[src/rtl/hdmi_tpg_pkg.sv]
// Shared types and constants for the hdmi_tpg test-pattern source.
package hdmi_tpg_pkg;

  localparam int unsigned PIX_W = 24;

  typedef enum logic [1:0] {
    MODE_BARS  = 2'd0,
    MODE_GRAD  = 2'd1,
    MODE_SOLID = 2'd2,
    MODE_CHECK = 2'd3
  } mode_e;

  typedef enum logic [1:0] {
    ST_IDLE = 2'd0,
    ST_RUN  = 2'd1,
    ST_STOP = 2'd2
  } state_e;

  // 8-entry colour-bar table, bar 0 at the left edge
  function automatic logic [PIX_W-1:0] bar_color(input logic [2:0] idx);
    logic [PIX_W-1:0] c;
    c = '0;
    case (idx)
      3'd0: c = 24'hFFFFFF;
      3'd1: c = 24'hFFFF00;
      3'd2: c = 24'h00FFFF;
      3'd3: c = 24'h00FF00;
      3'd4: c = 24'hFF00FF;
      3'd5: c = 24'hFF0000;
      3'd6: c = 24'h0000FF;
      default: c = 24'h000000;
    endcase
    return c;
  endfunction

endpackage

[src/rtl/hdmi_tpg_if.sv]
// Video output bundle: sync, data enable and pixel data.
interface hdmi_tpg_if;
  logic        hdmi_vs;
  logic        hdmi_hs;
  logic        hdmi_de;
  logic [31:0] hdmi_data;

  modport master (output hdmi_vs, output hdmi_hs, output hdmi_de, output hdmi_data);
  modport slave  (input  hdmi_vs, input  hdmi_hs, input  hdmi_de, input  hdmi_data);
endinterface

[src/rtl/hdmi_timing_cnt.sv]
// Raster h/v counters with combinational sync, data-enable, x/y and frame strobes.
module hdmi_timing_cnt #(
  parameter  int unsigned HORIZONTAL_RES = 64,
  parameter  int unsigned VERTICAL_RES   = 64,
  parameter  int unsigned H_FRONT        = 4,
  parameter  int unsigned H_SYNC         = 8,
  parameter  int unsigned H_BACK         = 4,
  parameter  int unsigned V_FRONT        = 2,
  parameter  int unsigned V_SYNC         = 2,
  parameter  int unsigned V_BACK         = 2,
  localparam int unsigned H_TOTAL        = HORIZONTAL_RES + H_FRONT + H_SYNC + H_BACK,
  localparam int unsigned V_TOTAL        = V_SYNC + V_BACK + VERTICAL_RES + V_FRONT,
  localparam int unsigned XW             = $clog2(H_TOTAL),
  localparam int unsigned YW             = $clog2(V_TOTAL)
) (
  input  logic          clk,
  input  logic          rst_n,
  input  logic          run,
  output logic [XW-1:0] x,
  output logic [YW-1:0] y,
  output logic          hs_n,
  output logic          vs_n,
  output logic          de,
  output logic          frame_start,
  output logic          frame_end
);

  logic [XW-1:0] h_cnt;
  logic [YW-1:0] v_cnt;
  logic          line_end;
  logic          last_line;

  assign line_end  = (h_cnt == XW'(H_TOTAL - 1));
  assign last_line = (v_cnt == YW'(V_TOTAL - 1));

  always_ff @(posedge clk or negedge rst_n) begin
    if (!rst_n) begin
      h_cnt <= '0;
      v_cnt <= '0;
    end else if (!run) begin
      h_cnt <= '0;
      v_cnt <= '0;
    end else if (line_end) begin
      h_cnt <= '0;
      v_cnt <= last_line ? '0 : v_cnt + YW'(1);
    end else begin
      h_cnt <= h_cnt + XW'(1);
    end
  end

  // line order: active, front, sync, back; frame order: sync, back, active, front
  assign hs_n = !((h_cnt >= XW'(HORIZONTAL_RES + H_FRONT)) &&
                  (h_cnt <  XW'(HORIZONTAL_RES + H_FRONT + H_SYNC)));
  assign vs_n = !(v_cnt < YW'(V_SYNC));
  assign de   = (h_cnt < XW'(HORIZONTAL_RES)) &&
                (v_cnt >= YW'(V_SYNC + V_BACK)) &&
                (v_cnt <  YW'(V_SYNC + V_BACK + VERTICAL_RES));

  assign x = h_cnt;
  assign y = v_cnt - YW'(V_SYNC + V_BACK);

  assign frame_start = run && (h_cnt == '0) && (v_cnt == '0);
  assign frame_end   = run && line_end && last_line;

endmodule

[src/rtl/hdmi_tpg.sv]
// Video timing + test-pattern source. Define TPG_BORDER_EN to force a white
// one-pixel border around the active area in every mode.
module hdmi_tpg
  import hdmi_tpg_pkg::*;
#(
  parameter int unsigned HORIZONTAL_RES = 64,
  parameter int unsigned VERTICAL_RES   = 64,
  parameter int unsigned H_FRONT        = 4,
  parameter int unsigned H_SYNC         = 8,
  parameter int unsigned H_BACK         = 4,
  parameter int unsigned V_FRONT        = 2,
  parameter int unsigned V_SYNC         = 2,
  parameter int unsigned V_BACK         = 2
) (
  input  logic              hdmi_clk,
  input  logic              hdmi_rst_n,
  input  logic              enable,
  input  logic [1:0]        mode,
  input  logic [PIX_W-1:0]  solid_rgb,
  hdmi_tpg_if.master        vid,
  output logic [7:0]        frame_cnt,
  output logic              busy
);

  localparam int unsigned H_TOTAL = HORIZONTAL_RES + H_FRONT + H_SYNC + H_BACK;
  localparam int unsigned V_TOTAL = V_SYNC + V_BACK + VERTICAL_RES + V_FRONT;
  localparam int unsigned XW      = $clog2(H_TOTAL);
  localparam int unsigned YW      = $clog2(V_TOTAL);
  localparam int unsigned PW      = XW + 4;

  state_e           state_q, state_d;
  logic             run;
  logic [XW-1:0]    x;
  logic [YW-1:0]    y;
  logic             hs_n, vs_n, de, frame_start, frame_end;
  mode_e            mode_q;
  logic [PIX_W-1:0] rgb_q;
  logic [7:0]       fc_q;
  logic [7:0]       x8, y8;
  logic [PW-1:0]    bar_prod;
  logic [2:0]       bar_idx;
  logic [PIX_W-1:0] pix;

  assign run  = (state_q != ST_IDLE);
  assign busy = run;

  hdmi_timing_cnt #(
    .HORIZONTAL_RES (HORIZONTAL_RES),
    .VERTICAL_RES   (VERTICAL_RES),
    .H_FRONT        (H_FRONT),
    .H_SYNC         (H_SYNC),
    .H_BACK         (H_BACK),
    .V_FRONT        (V_FRONT),
    .V_SYNC         (V_SYNC),
    .V_BACK         (V_BACK)
  ) u_timing (
    .clk         (hdmi_clk),
    .rst_n       (hdmi_rst_n),
    .run         (run),
    .x           (x),
    .y           (y),
    .hs_n        (hs_n),
    .vs_n        (vs_n),
    .de          (de),
    .frame_start (frame_start),
    .frame_end   (frame_end)
  );

  always_ff @(posedge hdmi_clk or negedge hdmi_rst_n) begin
    if (!hdmi_rst_n) state_q <= ST_IDLE;
    else             state_q <= state_d;
  end

  // STOP keeps the raster running untouched; only the frame-end decision differs
  always_comb begin
    state_d = state_q;
    unique case (state_q)
      ST_IDLE: if (enable) state_d = ST_RUN;
      ST_RUN: begin
        if (frame_end)    state_d = enable ? ST_RUN : ST_IDLE;
        else if (!enable) state_d = ST_STOP;
      end
      ST_STOP: begin
        if (frame_end)   state_d = ST_IDLE;
        else if (enable) state_d = ST_RUN;
      end
      default: state_d = ST_IDLE;
    endcase
  end

  always_ff @(posedge hdmi_clk or negedge hdmi_rst_n) begin
    if (!hdmi_rst_n) begin
      frame_cnt <= '0;
      mode_q    <= MODE_BARS;
      rgb_q     <= '0;
      fc_q      <= '0;
    end else begin
      if (frame_start) begin
        mode_q <= mode_e'(mode);
        rgb_q  <= solid_rgb;
        fc_q   <= frame_cnt;
      end
      if (frame_end) frame_cnt <= frame_cnt + 8'd1;
    end
  end

  assign x8 = 8'(x);
  assign y8 = 8'(y);

  always_comb begin
    bar_prod = PW'(x) << 3;
    bar_idx  = 3'(bar_prod / PW'(HORIZONTAL_RES));
    pix      = '0;
    case (mode_q)
      MODE_BARS:  pix = bar_color(bar_idx);
      MODE_GRAD:  pix = {x8, y8, fc_q};
      MODE_SOLID: pix = rgb_q;
      MODE_CHECK: pix = (x8[3] ^ y8[3]) ? '0 : '1;
      default:    pix = '0;
    endcase
`ifdef TPG_BORDER_EN
    if ((x == '0) || (x == XW'(HORIZONTAL_RES - 1)) ||
        (y == '0) || (y == YW'(VERTICAL_RES - 1)))
      pix = '1;
`endif
  end

  always_ff @(posedge hdmi_clk or negedge hdmi_rst_n) begin
    if (!hdmi_rst_n) begin
      vid.hdmi_vs   <= 1'b1;
      vid.hdmi_hs   <= 1'b1;
      vid.hdmi_de   <= 1'b0;
      vid.hdmi_data <= '0;
    end else if (!run) begin
      vid.hdmi_vs   <= 1'b1;
      vid.hdmi_hs   <= 1'b1;
      vid.hdmi_de   <= 1'b0;
      vid.hdmi_data <= '0;
    end else begin
      vid.hdmi_vs   <= vs_n;
      vid.hdmi_hs   <= hs_n;
      vid.hdmi_de   <= de;
      vid.hdmi_data <= de ? {8'h00, pix} : '0;
    end
  end

endmodule

[src/flat_wrapper.sv]
// flat-port wrapper written by rule: the top's interface ports become plain ports
module hdmi_tpg_flat import hdmi_tpg_pkg::*;
#(
  parameter int unsigned HORIZONTAL_RES = 64,
  parameter int unsigned VERTICAL_RES   = 64,
  parameter int unsigned H_FRONT        = 4,
  parameter int unsigned H_SYNC         = 8,
  parameter int unsigned H_BACK         = 4,
  parameter int unsigned V_FRONT        = 2,
  parameter int unsigned V_SYNC         = 2,
  parameter int unsigned V_BACK         = 2
)
  (hdmi_clk, hdmi_rst_n, enable, mode, solid_rgb, frame_cnt, busy, vid_hdmi_vs, vid_hdmi_hs, vid_hdmi_de, vid_hdmi_data);
  hdmi_tpg_if vid_i ();
  input  logic hdmi_clk;
  input  logic hdmi_rst_n;
  input  logic enable;
  input  logic [1:0] mode;
  input  logic [PIX_W-1:0] solid_rgb;
  output logic [7:0] frame_cnt;
  output logic busy;
  output wire logic [$bits(vid_i.hdmi_vs)-1:0] vid_hdmi_vs;
  output wire logic [$bits(vid_i.hdmi_hs)-1:0] vid_hdmi_hs;
  output wire logic [$bits(vid_i.hdmi_de)-1:0] vid_hdmi_de;
  output wire logic [$bits(vid_i.hdmi_data)-1:0] vid_hdmi_data;
  assign vid_hdmi_vs = vid_i.hdmi_vs;
  assign vid_hdmi_hs = vid_i.hdmi_hs;
  assign vid_hdmi_de = vid_i.hdmi_de;
  assign vid_hdmi_data = vid_i.hdmi_data;
  hdmi_tpg #(.HORIZONTAL_RES(HORIZONTAL_RES), .VERTICAL_RES(VERTICAL_RES), .H_FRONT(H_FRONT), .H_SYNC(H_SYNC), .H_BACK(H_BACK), .V_FRONT(V_FRONT), .V_SYNC(V_SYNC), .V_BACK(V_BACK)) u_core (.hdmi_clk(hdmi_clk), .hdmi_rst_n(hdmi_rst_n), .enable(enable), .mode(mode), .solid_rgb(solid_rgb), .vid(vid_i), .frame_cnt(frame_cnt), .busy(busy));
endmodule
[config.mk]
export PLATFORM = sky130hd
export DESIGN_NAME = hdmi_tpg_flat
export DESIGN_NICKNAME = d
export VERILOG_FILES = /design/src/rtl/hdmi_tpg_pkg.sv /design/src/rtl/hdmi_tpg_if.sv /design/src/rtl/hdmi_timing_cnt.sv /design/src/rtl/hdmi_tpg.sv /design/src/flat_wrapper.sv
export SDC_FILE = /design/constraint.sdc
export NUM_CORES = 1
export LEC_CHECK = 0
export ABC_AREA = 1
export CORE_MARGIN = 10
export CORE_UTILIZATION = 53
export DETAILED_ROUTE_END_ITERATION = 16
export GPL_TIMING_DRIVEN = 0
export PLACE_DENSITY = 0.9
export RECOVER_POWER = 50
export SYNTH_ARGS = -nofsm -noshare
export SYNTH_HDL_FRONTEND = slang
export SYNTH_SLANG_ARGS = --single-unit
[constraint.sdc]
create_clock -name hdmi_clk -period 2.15 [get_ports hdmi_clk]
set_input_delay 0.43 -clock hdmi_clk [delete_from_list [all_inputs] [get_ports hdmi_clk]]
set_output_delay 0.43 -clock hdmi_clk [all_outputs]
set_load 0.005 [all_outputs]
# Word-level counts from Yosys, hierarchy flattened
# Cells that the tools add are included.
# op_classes
addsub	4
n_lt_le_gt_ge	6
eq_ne	15
muxes	19
n_bitwise	1
reduce_logical	15
# op_table
cell	count
one-hot mux 24 bit (7 select lines)	1
one-hot mux 24 bit (4 select lines)	1
2-to-1 mux 24 bit	3
2-to-1 mux 7 bit	5
less-than comparator 7 bit (second input constant)	3
adder 7 x 1 -> 7 bit (second input constant)	2
equality test 7 bit (second input constant)	2
zero test 7 bit	2
equality test 3 bit (second input constant)	3
adder 8 x 1 -> 8 bit (second input constant)	1
2-to-1 mux 2 bit	4
greater-or-equal comparator 7 x 3 -> 1 bit (second input constant)	1
greater-or-equal comparator 7 bit (second input constant)	1
logical AND 1 bit	7
less-than comparator 7 x 2 -> 1 bit (second input constant)	1
subtractor 7 x 3 -> 7 bit (second input constant)	1
equality test 2 bit (second input constant)	3
equality test 3 x 2 -> 1 bit (second input constant)	2
one-hot mux 2 bit (3 select lines)	1
equality test 2 x 1 -> 1 bit (second input constant)	2
zero test 2 bit	2
2-to-1 mux 1 bit	4
equality test 3 x 1 -> 1 bit (second input constant)	1
zero test 3 bit	1
5 further kinds	6
# word_totals
regBits	93
inputBits	29
out_inout_bits	44
wordCells	71

# Depth between registers and ports, before layout
# depth
ltp_word	6
mapped_depth	9
depth_no_buf	9

# Modules after synthesis
# A second synthesis with hierarchy kept.
# unflattened
hier_cells	457
area_unflattened_um2	4156.5
# by_module_without_submodules
mod	n_inst	cells_each	area_each_um2	seq_area_each_um2
hdmi_tpg	1	322	3133.0	1779.2
hdmi_timing_cnt	1	135	1023.5	350.3

# Worst setup path before layout
# No wires, ideal clock.
# synth_timing
kind	flip-flop to flip-flop
start	reg u_core.u_timing.v_cnt[2]
end	reg u_core.vid.hdmi_data[0]
setup_ns	0.120
arrival_time_ns	1.455
t_required_ns	2.030
path_slack_ns	0.575
path_stages_with_launch	10
path_buffers	1
synth_period_minus_slack_ns	1.575
path_cell_list	dfrtp_1 > inv_1 > ha_1 > inv_1 > nand2_1 > nand3_1 > nand2_1 > buf_2 > nor2_1 > nor2_1
# synth_between
elab_chain_cells	6
word_cells_on_any_way	10
classes_between	add/sub: 1; order compare: 2; mux: 4; bitwise: 1; reduce/logical: 2
# synth_rtl
element	line	text
from (decl)	hdmi_timing_cnt.sv:29	logic [YW-1:0] v_cnt;
from (signal assigned)	hdmi_timing_cnt.sv:45	v_cnt <= last_line ? '0 : v_cnt + YW'(1);
subtractor 7 x 3 -> 7 bit	hdmi_timing_cnt.sv:60	assign y = v_cnt - YW'(V_SYNC + V_BACK);
XOR 1 bit	hdmi_tpg.sv:118	MODE_CHECK: pix = (x8[3] ^ y8[3]) ? '0 : '1;
2-to-1 mux 24 bit	hdmi_tpg.sv:118	
one-hot mux 24 bit (4 select lines)	hdmi_tpg.sv:114	case (mode_q)
2-to-1 mux 24 bit *	hdmi_tpg.sv:143	vid.hdmi_data <= de ? {8'h00, pix} : '0;
2-to-1 mux 24 bit *	hdmi_tpg.sv:134	end else if (!run) begin
to (signal assigned)	hdmi_tpg.sv:143	
to (decl)	hdmi_tpg_if.sv:8	modport master (output hdmi_vs, output hdmi_hs, output hdmi_de, output hdmi_data);
# Mark *: on every way between the ends. The rest lies on a longest branch, timed or not.
# A chain may end at the register's enable or synchronous reset.

# Worst setup path after layout
# layout_timing
start	reg u_core.u_timing.v_cnt[2]
end	reg u_core.vid.hdmi_data[4]
# Same word-level chain as after synthesis.

==> flow_metrics.env <==
export IMPL_numClockSinks=85
export IMPL_worstHoldPathType="flop to flop"
export IMPL_power_density_nw_per_um2=867
export IMPL_ys_warnings_count=0
export IMPL_floorplan_initialDensity_pct=54.0
export IMPL_crit_path_max_fanout=10
export IMPL_final_period_minus_worst_setup_slack_ns=1.90
export IMPL_crit_start="u_core.u_timing.v_cnt[2]"
export IMPL_drc=0
export IMPL_unrepaired_setup_endpoints_after_global_routing="no"
export IMPL_floorplan_die_width_um=108
export IMPL_syn_inst=516
export IMPL_fmaxAchievable_ghz=0.527
export IMPL_gp_routability_congestion=0.890
export IMPL_synth_area_leader_cell="dfrtp_1"
export IMPL_commonest_non_fill_non_tap_cell_in_the_layout="nand2_1"
export IMPL_final_area_um2=5140
export IMPL_hold_slack_ns=0.482
export IMPL_max_slew_worst_pin_slew_ns=0.713
export IMPL_placementRows=32
export IMPL_drt_iter0_markers=287
export IMPL_post_route_skew_ns=0.0141
export IMPL_totalNegativeSetupSlack_ns=0
export IMPL_critical_path_max_stage_delay_ns=0.50
export IMPL_grt_pass1_wl_mm=16.9
export IMPL_syn_avg_cell_area_um2=8.00
export IMPL_synth_largest_type_area_fraction_pct=50.3
export IMPL_initial_antenna_violation_count=0
export IMPL_hold_path_cell_count=2
export IMPL_cts_max_path_buffers=2
export IMPL_fp_dieArea_um2=11700
export IMPL_synth_cell_types=29
export IMPL_hpwl_mm=7.70
export IMPL_placeableCoreArea_um2=7650
export IMPL_number_of_nets_with_antenna_violations_after_detailed_routing=0
export IMPL_gr_usage_all_layers_pct=17.7
export IMPL_worst_skew_pair_late_latency_ns=0.37
export IMPL_asyncSetResetFlopFracSynth_pct=100
export IMPL_cp_arrival_ns=2.19
export IMPL_clock_power_share_pct=24.7
export IMPL_gr_total_overflow=0
export IMPL_fin_crit_sh_pct=88.3
export IMPL_cts_buffers=9
export IMPL_leakage_power_nw=2.67
export IMPL_via_count=3696
export IMPL_maxCapViolations=0
export IMPL_synth_area_um2=4130
export IMPL_worstSetupStartpointType="flop"
export IMPL_share_of_the_yosys_chip_area_belonging_to_registers_pct=51.6
export IMPL_post_cts_resize_count=0
export IMPL_ys_dominant_reg_cell="dfrtp_1"
export IMPL_final_layout_size_suffix_gt1_share_pct=9.26
export IMPL_end_kind="flop"
export IMPL_num_fill_cells=634
export IMPL_crit_slowest_cell="dfrtp_1"
export IMPL_detail_route_first_pass_iterations=6
export IMPL_placed_cell_area_um2=4950
export IMPL_vdd_ir_drop_max_uv=520
export IMPL_hold_path_startpoint="u_core.rgb_q[23]"
export IMPL_combinationalPowerShare_pct=29.8
export IMPL_wl_mm=10.2
export IMPL_critical_path_cell_chain="inv_1 -> ha_1 -> inv_1 -> nand2_1 -> nand3_1 -> nand2_1 -> buf_2 -> nor2_1 -> nor2_1"
export IMPL_areaGrowthSynthToFinish_pct=24.5
export IMPL_critical_path_required_ns=2.44
export IMPL_worstReg2RegStart="u_core.u_timing.v_cnt[2]"
export IMPL_port_buffers=64
export IMPL_power_share_sequential_pct=45.5
export IMPL_ys_ff_latch=85
export IMPL_path_clk_slew_ns=0.10
export IMPL_tritoncts="done"
export IMPL_reg2reg_depth=9
export IMPL_end_point_of_the_worst_hold_path="u_core.rgb_q[23]"
export IMPL_grt_pass1_vias=3584
export IMPL_layout_cells_most_common_list="nand2_1 (174), dfrtp_1 (83), nor2_1 (73)"
export IMPL_height_of_the_chip_um=108
export IMPL_switchingPower_mw=1.65
export IMPL_grt_max_degree=58
export IMPL_timing_worst_setup_path_type="flop to flop"
export IMPL_htreeDepth=3
export IMPL_status="completed"
export IMPL_viasPerCell=5.23
export IMPL_sw_frac_of_total_pct=37.0
export IMPL_total_setup_violations_reported_at_the_end_of_the_flow=0
export IMPL_num_nets_final=639
export IMPL_hold_violations=0
export IMPL_post_synth_edffs=0
export IMPL_clock_tree_root_cell="clkbuf_8"
export IMPL_r2r_end="u_core.vid.hdmi_data[4]"
export IMPL_relSlewSlack_pct=52.5
export IMPL_regToRegSetupSlack_ns=0.25
export IMPL_antenna_diode_count=0
export IMPL_routedWlPerCell_um=14.4
export IMPL_maxSlewViolCount=0
export IMPL_cellInternalPower_mw=2.81
export IMPL_synth_area_top_cells="dfrtp_1 (50%), nand2_1 (16%), nor2_1 (6.5%)"
export IMPL_floorplan_io_pins=73
-- cells in the mapped netlist (2+ instances only) --
master    count
a21oi_1       4
nand2_1     174
o21ai_0      31
dfrtp_1      83
nand4_1       2
inv_1        34
buf_4        13
nor2_2        3
nand3_2       3
clkbuf_1      3
buf_6         2
nand3_1      52
nor2_4        2
ha_1         10
nor2_1       71
buf_2         6
dfstp_2       2
xor2_1        5
o21ai_1       2
xnor2_1       2
inv_2         4
-- layer usage --
layer | wire length [um] | share of wire, % | track usage, %
met3 | 795 | 7.8 | 3.45
met5 | 0 | 0 | 0
met4 | 279 | 2.7 | 8.30
met1 | 4240 | 42 | 22.9
met2 | 4860 | 48 | 28.1
-- stage by stage --
step                      total power, mW  setup slack (ns)  utilization (%)  instances
after global routing                 4.77            0.0856             67.2        707
after floorplan                      2.95             0.575                -        523
after global placement               3.29             -2.21             64.3        689
after detailed placement             3.35             0.286             64.7        690
after CTS                            4.44             0.238             67.3        707
final                                4.45             0.252             67.2        707
-- worst max-delay path, delay by kind of cell, from the launching register on --
family	cells	cell delay, ns
flops	1	0.50
buf+inv	3	0.40
simple gates	5	0.61
fa+ha+maj	1	0.33
-- power groups by stage --
stage / Clock (mW) / Combinational [mW] / Sequential (mW)
final: 1.10 / 1.33 / 2.03
after detailed placement: 0 / 1.30 / 2.05
after global placement: 0 / 1.25 / 2.04
after floorplan: 0 / 0.960 / 1.99
after global routing: 1.19 / 1.52 / 2.06
after CTS: 1.11 / 1.31 / 2.02
-- how the worst max path moves through the flow --
stage                                         end  slack [ns]
after floorplan           u_core.vid.hdmi_data[0]        0.58
after global placement    u_core.vid.hdmi_data[3]       -2.21
after detailed placement  u_core.vid.hdmi_data[4]        0.29
after CTS                                    busy        0.24
after global routing      u_core.vid.hdmi_data[4]        0.09
final                     u_core.vid.hdmi_data[4]        0.25
-- cells by family (layout without fill, tap and decap cells) --
kind of cell	Yosys count	after routing	synth area share, %
AO/OA/AOI/OAI	38	38	4.70
AND/OR/NAND/NOR	313	313	31.7
adder cells (fa/ha/maj)	10	10	3.03
flip-flops	85	85	51.6
XOR/XNOR	7	7	1.49
buffers and inverters	62	144	7.37
other	1	8	0.0909
-- final cells by class --
class | instances | area [um^2] | share of cell area, %
multi-input combinational | 376 | 1710 | 33.3
timing repair buffer | 66 | 673 | 13.1
clock buffer | 10 | 138 | 2.68
tap | 102 | 128 | 2.48
buffer | 24 | 161 | 3.14
inverter | 38 | 143 | 2.78
clock inverter | 6 | 56.3 | 1.10
sequential | 85 | 2130 | 41.5
-- state kept, by name, summed over array words and instances (netlist names), 2 cells and up --
signal / flops
u_core.mode_q: 2
u_core.fc_q: 8
u_core.u_timing.x: 7
u_core.state_q: 2
u_core.rgb_q: 24
u_core.u_timing.v_cnt: 7
u_core.frame_cnt: 8
u_core.vid.hdmi_data: 24
-- timing repair --
action                    4_1_cts  5_1_grt
hold buffers                    1        0
setup buffers                   0        0
hold endpoints to repair       26        0
No activity file was read; power rests on OpenSTA's default activity.
